### src/rtl/mem_access.sv
// MEM-stage data-memory controller.
// Issues one dmem request per EX/MEM load/store and stalls the pipeline until
// the response arrives. Load data is registered for writeback. The block also
// keeps saturating load/store/stall counters and misalignment/timeout flags.
module mem_access #(
    parameter int MAX_WAIT = 64,
    parameter int COUNT_W  = 32
) (
    input  logic               clk,
    input  logic               rst,
    input  logic               valid_in,
    input  logic               mem_read,
    input  logic               mem_write,
    input  logic [2:0]         funct3,
    input  logic [31:0]        addr,
    input  logic [31:0]        wdata_raw,
    input  logic [3:0]         byte_en_in,
    input  logic               ext_stall,
    input  logic               dmem_resp,
    input  logic [31:0]        dmem_rdata,
    output logic [31:0]        dmem_addr,
    output logic               dmem_read,
    output logic               dmem_write,
    output logic [3:0]         dmem_wmask,
    output logic [31:0]        dmem_wdata,
    output logic               stall_mem,
    output logic [31:0]        load_data,
    output logic               load_valid,
    output logic               err_misalign,
    output logic               err_timeout,
    output logic [COUNT_W-1:0] load_cnt,
    output logic [COUNT_W-1:0] store_cnt,
    output logic [COUNT_W-1:0] stall_cnt
);

    typedef enum logic [1:0] {
        IDLE,
        WAIT,
        DONE
    } state_t;

    localparam int            TW         = $clog2(MAX_WAIT + 1);
    localparam logic [TW-1:0] WAIT_LIMIT = TW'(MAX_WAIT);

    state_t        state;
    logic [TW-1:0] wait_cnt;

    // Request captured at issue so WAIT drives exactly what was issued.
    logic [31:0]   req_addr;
    logic [31:0]   req_wdata;
    logic [3:0]    req_mask;
    logic          req_is_read;

    logic          is_read;
    logic          is_write;
    logic          op;
    logic          misaligned;
    logic          issue;
    logic          in_wait;
    logic [31:0]   shifted_wdata;

    // Decode the EX/MEM operation and decide whether it may issue this cycle.
    // NOTE: every always_comb output gets a default first so no path can infer a latch.
    always_comb begin
        is_read       = valid_in & mem_read;
        is_write      = valid_in & mem_write & ~mem_read;
        op            = is_read | is_write;
        misaligned    = 1'b0;
        case (funct3[1:0])
            2'b10:   misaligned = (addr[1:0] != 2'b00);
            2'b01:   misaligned = addr[0];
            default: misaligned = 1'b0;
        endcase
        // Reset masks the request so nothing leaves the block while rst is low.
        issue         = rst & (state == IDLE) & op & ~misaligned;
        in_wait       = rst & (state == WAIT);
        shifted_wdata = wdata_raw << {addr[1:0], 3'b000};
    end

    // Drive the dmem handshake and pipeline stall from the current state.
    always_comb begin
        dmem_read  = 1'b0;
        dmem_write = 1'b0;
        dmem_addr  = 32'd0;
        dmem_wdata = 32'd0;
        dmem_wmask = 4'd0;
        if (issue) begin
            dmem_read  = is_read;
            dmem_write = is_write;
            dmem_addr  = {addr[31:2], 2'b00};
            if (is_write) begin
                dmem_wdata = shifted_wdata;
                dmem_wmask = byte_en_in;
            end
        end else if (in_wait) begin
            dmem_read  = req_is_read;
            dmem_write = ~req_is_read;
            dmem_addr  = req_addr;
            if (!req_is_read) begin
                dmem_wdata = req_wdata;
                dmem_wmask = req_mask;
            end
        end
        stall_mem = issue | (in_wait & ~dmem_resp);
    end

    // Sequence IDLE/WAIT/DONE, capture load data and maintain counters and flags.
    // NOTE: state is updated with non-blocking assignments so every register sees pre-edge values.
    always_ff @(posedge clk) begin
        if (!rst) begin
            state        <= IDLE;
            wait_cnt     <= '0;
            req_addr     <= '0;
            req_wdata    <= '0;
            req_mask     <= '0;
            req_is_read  <= 1'b0;
            load_data    <= '0;
            load_valid   <= 1'b0;
            err_misalign <= 1'b0;
            err_timeout  <= 1'b0;
            load_cnt     <= '0;
            store_cnt    <= '0;
            stall_cnt    <= '0;
        end else begin
            load_valid   <= 1'b0;
            err_misalign <= (state == IDLE) && op && misaligned;
            if (stall_mem && (stall_cnt != '1)) begin
                stall_cnt <= stall_cnt + COUNT_W'(1);
            end
            case (state)
                IDLE: begin
                    if (issue) begin
                        state       <= WAIT;
                        wait_cnt    <= '0;
                        req_addr    <= {addr[31:2], 2'b00};
                        req_is_read <= is_read;
                        req_wdata   <= is_write ? shifted_wdata : 32'd0;
                        req_mask    <= is_write ? byte_en_in : 4'd0;
                    end
                end
                WAIT: begin
                    if (dmem_resp) begin
                        state <= ext_stall ? DONE : IDLE;
                        if (req_is_read) begin
                            load_data  <= dmem_rdata;
                            load_valid <= 1'b1;
                            if (load_cnt != '1) begin
                                load_cnt <= load_cnt + COUNT_W'(1);
                            end
                        end else if (store_cnt != '1) begin
                            store_cnt <= store_cnt + COUNT_W'(1);
                        end
                    end else begin
                        if (wait_cnt != WAIT_LIMIT) begin
                            wait_cnt <= wait_cnt + TW'(1);
                        end
                        if (wait_cnt == WAIT_LIMIT - TW'(1)) begin
                            err_timeout <= 1'b1;
                        end
                    end
                end
                DONE: begin
                    // The completed op may still sit in EX/MEM; wait for it to leave.
                    if (!ext_stall) begin
                        state <= IDLE;
                    end
                end
                default: state <= IDLE;
            endcase
        end
    end

endmodule

### config.mk
export PLATFORM = sky130hd
export DESIGN_NAME = mem_access
export DESIGN_NICKNAME = d
export VERILOG_FILES = /design/src/rtl/mem_access.sv
export SDC_FILE = /design/constraint.sdc
export NUM_CORES = 1
export LEC_CHECK = 0
export CAP_MARGIN = 20
export CELL_PAD_IN_SITES_DETAIL_PLACEMENT = 1
export CELL_PAD_IN_SITES_GLOBAL_PLACEMENT = 2
export CORE_ASPECT_RATIO = 1.2
export CORE_UTILIZATION = 26
export CTS_BUF_LIST = sky130_fd_sc_hd__clkbuf_4
export DETAILED_ROUTE_END_ITERATION = 8
export PLACE_DENSITY = 0.8
export SLEW_MARGIN = 20
export SYNTH_ARGS = -nofsm -noshare
export SYNTH_HDL_FRONTEND = slang
export SYNTH_SLANG_ARGS = --single-unit
### constraint.sdc
create_clock -name clk -period 2.5 [get_ports clk]
set_input_delay 0.25 -clock clk [delete_from_list [all_inputs] [get_ports clk]]
set_output_delay 0.25 -clock clk [all_outputs]
set_load 0.01 [all_outputs]
# Yosys cells after proc, flatten, opt, wreduce, memory -nomap -nowiden
# Cells that the tools add are included.
dict set report classes {
  add_sub_neg 4
  eq_ne 14
  n_shift 1
  mux 25
  bitwise_logic 14
  reduce_logical 14
}
# op count
set op_table {}
lappend op_table {{$mux 32} 6}
lappend op_table {{$add 32x1->32 const B} 3}
lappend op_table {{$ne 32x32->1 const B} 3}
lappend op_table {{$shl 32x5->32} 1}
lappend op_table {{$mux 7} 3}
lappend op_table {{$mux 4} 4}
lappend op_table {{$pmux 7 s2} 1}
lappend op_table {{$reduce_and 3->1} 4}
lappend op_table {{$reduce_and 4->1} 3}
lappend op_table {{$and 1x1->1} 8}
lappend op_table {{$mux 2} 4}
lappend op_table {{$ne 2x2->1 const B} 4}
lappend op_table {{$add 7x1->7 const B} 1}
lappend op_table {{$eq 7x6->1 const B} 1}
lappend op_table {{$ne 7x7->1 const B} 1}
lappend op_table {{$pmux 2 s3} 1}
lappend op_table {{$mux 1} 5}
lappend op_table {{$eq 2x1->1 const B} 2}
lappend op_table {{$eq 2x2->1 const B} 2}
lappend op_table {{$not 1->1} 4}
lappend op_table {{$reduce_bool 2->1} 2}
lappend op_table {{$logic_and 1x1->1} 3}
lappend op_table {{$logic_not 2->1} 1}
lappend op_table {{$ne 2x1->1 const B} 1}
lappend op_table {{other kinds (3)} 4}
dict set report totals {
  reg_bits 207
}

# Longest topological paths before layout
dict set report depth {
  depth_word 7
  ltp_mapped 11
  ltp_nobuf 9
}

# Worst setup path before layout
# OpenSTA, ideal clock, no wires.
dict set report synth_timing {
  path_kind {register -> register}
  from {reg stall_cnt[0]}
  to {reg stall_cnt[19]}
  setup_ns 0.132
  arrival_ns 2.089
  required_ns 2.368
  path_slack_ns 0.279
  stages_incl_launch_ff 10
  period_less_slack_ns 2.221
  cell_sequence {dfxtp_1 > ha_1 > nand4_2 > nor4_4 > or3b_1 > buf_6 > nand4_4 > buf_12 > or3_1 > a21oi_2}
}
dict set report synth_via {
  elab_chain_len 2
  elab_cells_between_ends 3
  cone_classes {add/sub: 1; eq/ne: 1; reduce/logical: 1}
}
# element line_no
set synth_rtl {}
lappend synth_rtl {{start: declaration} 33} ;# output logic [COUNT_W-1:0] stall_cnt
lappend synth_rtl {{start signal: assignment} 128} ;# stall_cnt <= stall_cnt + COUNT_W'(1);
lappend synth_rtl {{parallel branches: the longest is 2 deep, another holds $add 32x1->32} --}
# Parallel ways; which one is timed is not known.
# A chain may end at the register's enable or synchronous reset.

# Final worst setup path
dict set report layout_timing {
  from {reg state[0]}
  to {out dmem_wdata[1]}
}
dict set report layout_via {
  elab_chain_len 5
  elab_cells_between_ends 8
  cone_classes {eq/ne: 1; mux: 2; bitwise: 4; reduce/logical: 1}
}
# element line_no
set layout_rtl {}
lappend layout_rtl {{start: declaration} 45} ;# state_t state;
lappend layout_rtl {{start signal: assignment} 143} ;# state <= ext_stall ? DONE : IDLE;
lappend layout_rtl {{$logic_not 2->1} 75} ;# issue = rst & (state == IDLE) & op & ~misaligned;
lappend layout_rtl {{$and 1x1->1 (3 in series)} 75}
lappend layout_rtl {{$mux 32 (*)} 87} ;# if (issue) begin
lappend layout_rtl {{end: declaration} 25} ;# output logic [31:0] dmem_wdata,
# Every way passes the cells marked *; elsewhere a longest branch is shown, timed or not.

==> flow_summary.toml <==
[run_status]
status = "finished with violations"
violations = "negative setup slack"

[synth]
ys_seq_area_share_pct = 42.7
synth_warnings = 0
synth_edf_count = 0
syn_area_sq_um = 9710
syn_inst = 1244
synth_ff_type = "dfxtp_1"
synthArstFlopShare_pct = 0
synth-seq-cells = 207
syn_area_per_cell_sq_um = 7.80
ys_types = 61

[floorplan]
die_area_sq_um = 38100
core-area_sq_um = 36800
ios = 312
num_rows = 77
fp.dieW_microns = 178
start_util_pct = 26.4
die_y_microns = 214

[clock_tree]
insertion_delay_ns = 0.73
cts-htree-levels = 2
clk_pin_slew_worst_paths_ns = 0.06
clk_path_buf_depth = 3
numCtsBuffers = 58
cts_tree = "built"
cts.sinks = 207
cts_root_buf = "clkbuf_4"

[sta]
drv_slew = 0
worst_slew_pin_slew_ns = 0.865
timing.fmax_mhz = 378
rsz0062_at_grt = "yes"
hold_viol_final = 0
timing.hold.ws_ns = 0.0894
skew_ns = 0.0356
finalSetupViolCount = 27
relSlewSlack_pct = 42.4
post-route-period-util_pct = 106
setup_slack_ns = -0.146
fin_crit_ns = 2.65

[cells_and_area]
area_growth_pct = 58.5
layout_commonest_cell = "nand2_1"
final_layout_size_suffix_gt1_share_pct = 22.7
post-route-util_pct = 41.8
nNetsFinal = 1845
n_fill_cell = 4440
final_cell_mix = "315 x nand2_1, 239 x clkdlybuf4s50_1, 205 x dfxtp_1, 145 x buf_4, 118 x a21oi_1"

[critical_path]
crit_type = "flip-flop to output pin"
cp_slowest_cell = "dfxtp_4"
arrival_ns = 2.40
worstRegToRegCells = 7
r2r_slack_ns = 0.26
r2r_start = "store_cnt[0]"
startpoint_type = "flip-flop"
r2r-end = "store_cnt[2]"
slowest_delay_ns = 0.36
cp-end-kind = "output pin"
cp_cell_sequence = "nor2_4 -> o2111a_2 -> nand2_4 -> nor4_4 -> buf_4 -> buf_6 -> a22o_1 -> buf_2"
path_max_fanout = 5
cp_data_required_time_ns = 2.25

[pwr]
p_seq_share_pct = 45.9
switching_share_pct = 26.7
p_int_uw = 5360
pwr-share-comb_pct = 11.6
power_leakage_uw = 0.00607
p_per_area_nw_per_um2 = 475
power_switching_uw = 1950
pwr-share-clk_pct = 42.6
ir_drop_v = 0.000226

[flow_run]
maxCapViolCount = 0

[placed_design]
port_buffers = 308
hpwl_microns = 26900
gp_congestion = 0.816

[route]
drt-initial-drc-count = 433
antenna_left = 0
routed_via_density = 4.79
vias = 10800
avgRoutedWirePerCell_microns = 17.3
drt_wl_total_microns = 38900
drc = 0
firstDrtPassIters = 4

[hold_path]
whs_endpoint = "load_data[0]"
hold_depth = 3
min_path_type = "input pin to flip-flop"
hp-start = "dmem_rdata[0]"

[global_route]
antenna_found_initial = 5
grt_max_degree = 72
grt_pass1_wl_microns = 59900
grt.overflow.total = 0
grt_usage_pct = 19.9
grt_pass1_vias = 11300
## cells in the mapped netlist (8+ instances only)
| cell | count | area (sq um) |
|---|---|---|
| xor2_1 | 29 | 254 |
| a22oi_1 | 11 | 82.6 |
| dfxtp_1 | 207 | 4140 |
| buf_2 | 17 | 85.1 |
| inv_1 | 15 | 56.3 |
| clkbuf_1 | 45 | 169 |
| a22o_1 | 14 | 123 |
| xnor2_1 | 31 | 272 |
| and4_1 | 15 | 131 |
| nor2_1 | 97 | 364 |
| o21ai_0 | 33 | 165 |
| mux2_2 | 8 | 90.1 |
| or3_1 | 30 | 188 |
| nand4_1 | 26 | 163 |
| o211ai_1 | 13 | 97.6 |
| and3_1 | 20 | 125 |
| nand3_1 | 50 | 250 |
| a21oi_1 | 118 | 591 |
| nand2_1 | 336 | 1260 |
| mux2i_1 | 18 | 180 |
| nor3_1 | 13 | 65.1 |
## cells by family after synthesis
group                      count (synthesis)  synth area share, %
AOI/OAI and AO/OA                        225                 14.0
xor gates and xnor gates                  60                 5.41
adders and majority gates                  7                0.902
buffers and inverters                     88                 4.06
DFF                                      207                 42.7
muxes                                     26                 2.78
other                                      1               0.0386
and+or+nand+nor                          630                 30.1
## per-layer routing
| layer | track usage [%] | part of all wire (%) | vias up |
|---|---|---|---|
| met4 | 8.53 | 3.0 | 4 |
| met1 | 21.9 | 40 | 5157 |
| met5 | 0 | 0.072 | - |
| met2 | 36.3 | 52 | 276 |
| li1 | - | - | 5266 |
| met3 | 4.29 | 5.3 | 76 |
## cell type report
| class | instances | area, sq um | area share (%) |
|---|---|---|---|
| tap | 474 | 593 | 3.85 |
| inverter | 16 | 67.6 | 0.439 |
| clock inverter | 15 | 57.6 | 0.374 |
| sequential | 207 | 4150 | 27.0 |
| antenna | 3 | 7.51 | 0.0488 |
| multi-input combinational | 950 | 5320 | 34.6 |
| clock buffer | 88 | 661 | 4.29 |
| timing repair buffer | 495 | 4530 | 29.4 |
## worst max-delay path: cells and delay by family (launching register included)
family	cells	cell delay, ns
buffers and inverters	3	0.42
AOI/OAI and AO/OA	2	0.37
and+or+nand+nor	3	0.50
DFF	1	0.36
## power groups by stage
| stage | combinational (uW) | sequential (uW) | clock [uW] |
|---|---|---|---|
| after global placement | 749 | 3420 | 0 |
| after CTS | 836 | 3350 | 3270 |
| after global routing | 907 | 3350 | 3420 |
| after detailed placement | 753 | 3430 | 0 |
| after floorplan | 280 | 3420 | 0 |
| final | 845 | 3350 | 3110 |
## flip-flops by register name, indices dropped and copies added, names as in the netlist
| signal | cells |
|---|---|
| req_wdata | 32 |
| load_cnt | 32 |
| req_addr | 30 |
| store_cnt | 32 |
| state | 2 |
| err_misalign | 1 |
| stall_cnt | 32 |
| load_data | 32 |
| req_is_read | 1 |
| err_timeout | 1 |
| req_mask | 4 |
| load_valid | 1 |
| wait_cnt | 7 |
## per-stage QoR
step                      setup TNS (ns)  power, uW  setup slack, ns  instances  area, sq um
final                              -1.58       7310           -0.146       2248        15400
after global routing               -9.71       7680           -0.308       2248        15400
after CTS                          -7.48       7450           -0.336       2237        15400
after detailed placement          -22.85       4180           -0.433       2077        14000
after global placement            -19.05       4170           -0.355       2077        14000
after floorplan                        0       3700            0.279       1245         9710
## worst max-delay path by stage
stage	depth (start not counted)	from	slack [ns]	to
3_3_place_gp	11	funct3[0]	-0.35	dmem_wdata[26]
3_5_place_dp	11	funct3[0]	-0.43	dmem_wdata[26]
6_report	8	state[0]	-0.15	dmem_wdata[1]
4_1_cts	9	state[0]	-0.34	dmem_wdata[2]
5_1_grt	8	state[0]	-0.31	dmem_wdata[2]
2_1_floorplan	9	stall_cnt[0]	0.28	stall_cnt[19]
## repair_timing
item | 4_1_cts | 5_1_grt
hold endpoints to repair | 12 | 0
setup buffers | 39 | 14
setup endpoints to repair | 69 | 70
gates cloned | 6 | 0
hold buffers | 12 | 0
gates resized for setup | 278 | 85
pin swaps | 18 | 23
No activity file was read; power rests on OpenSTA's default activity.
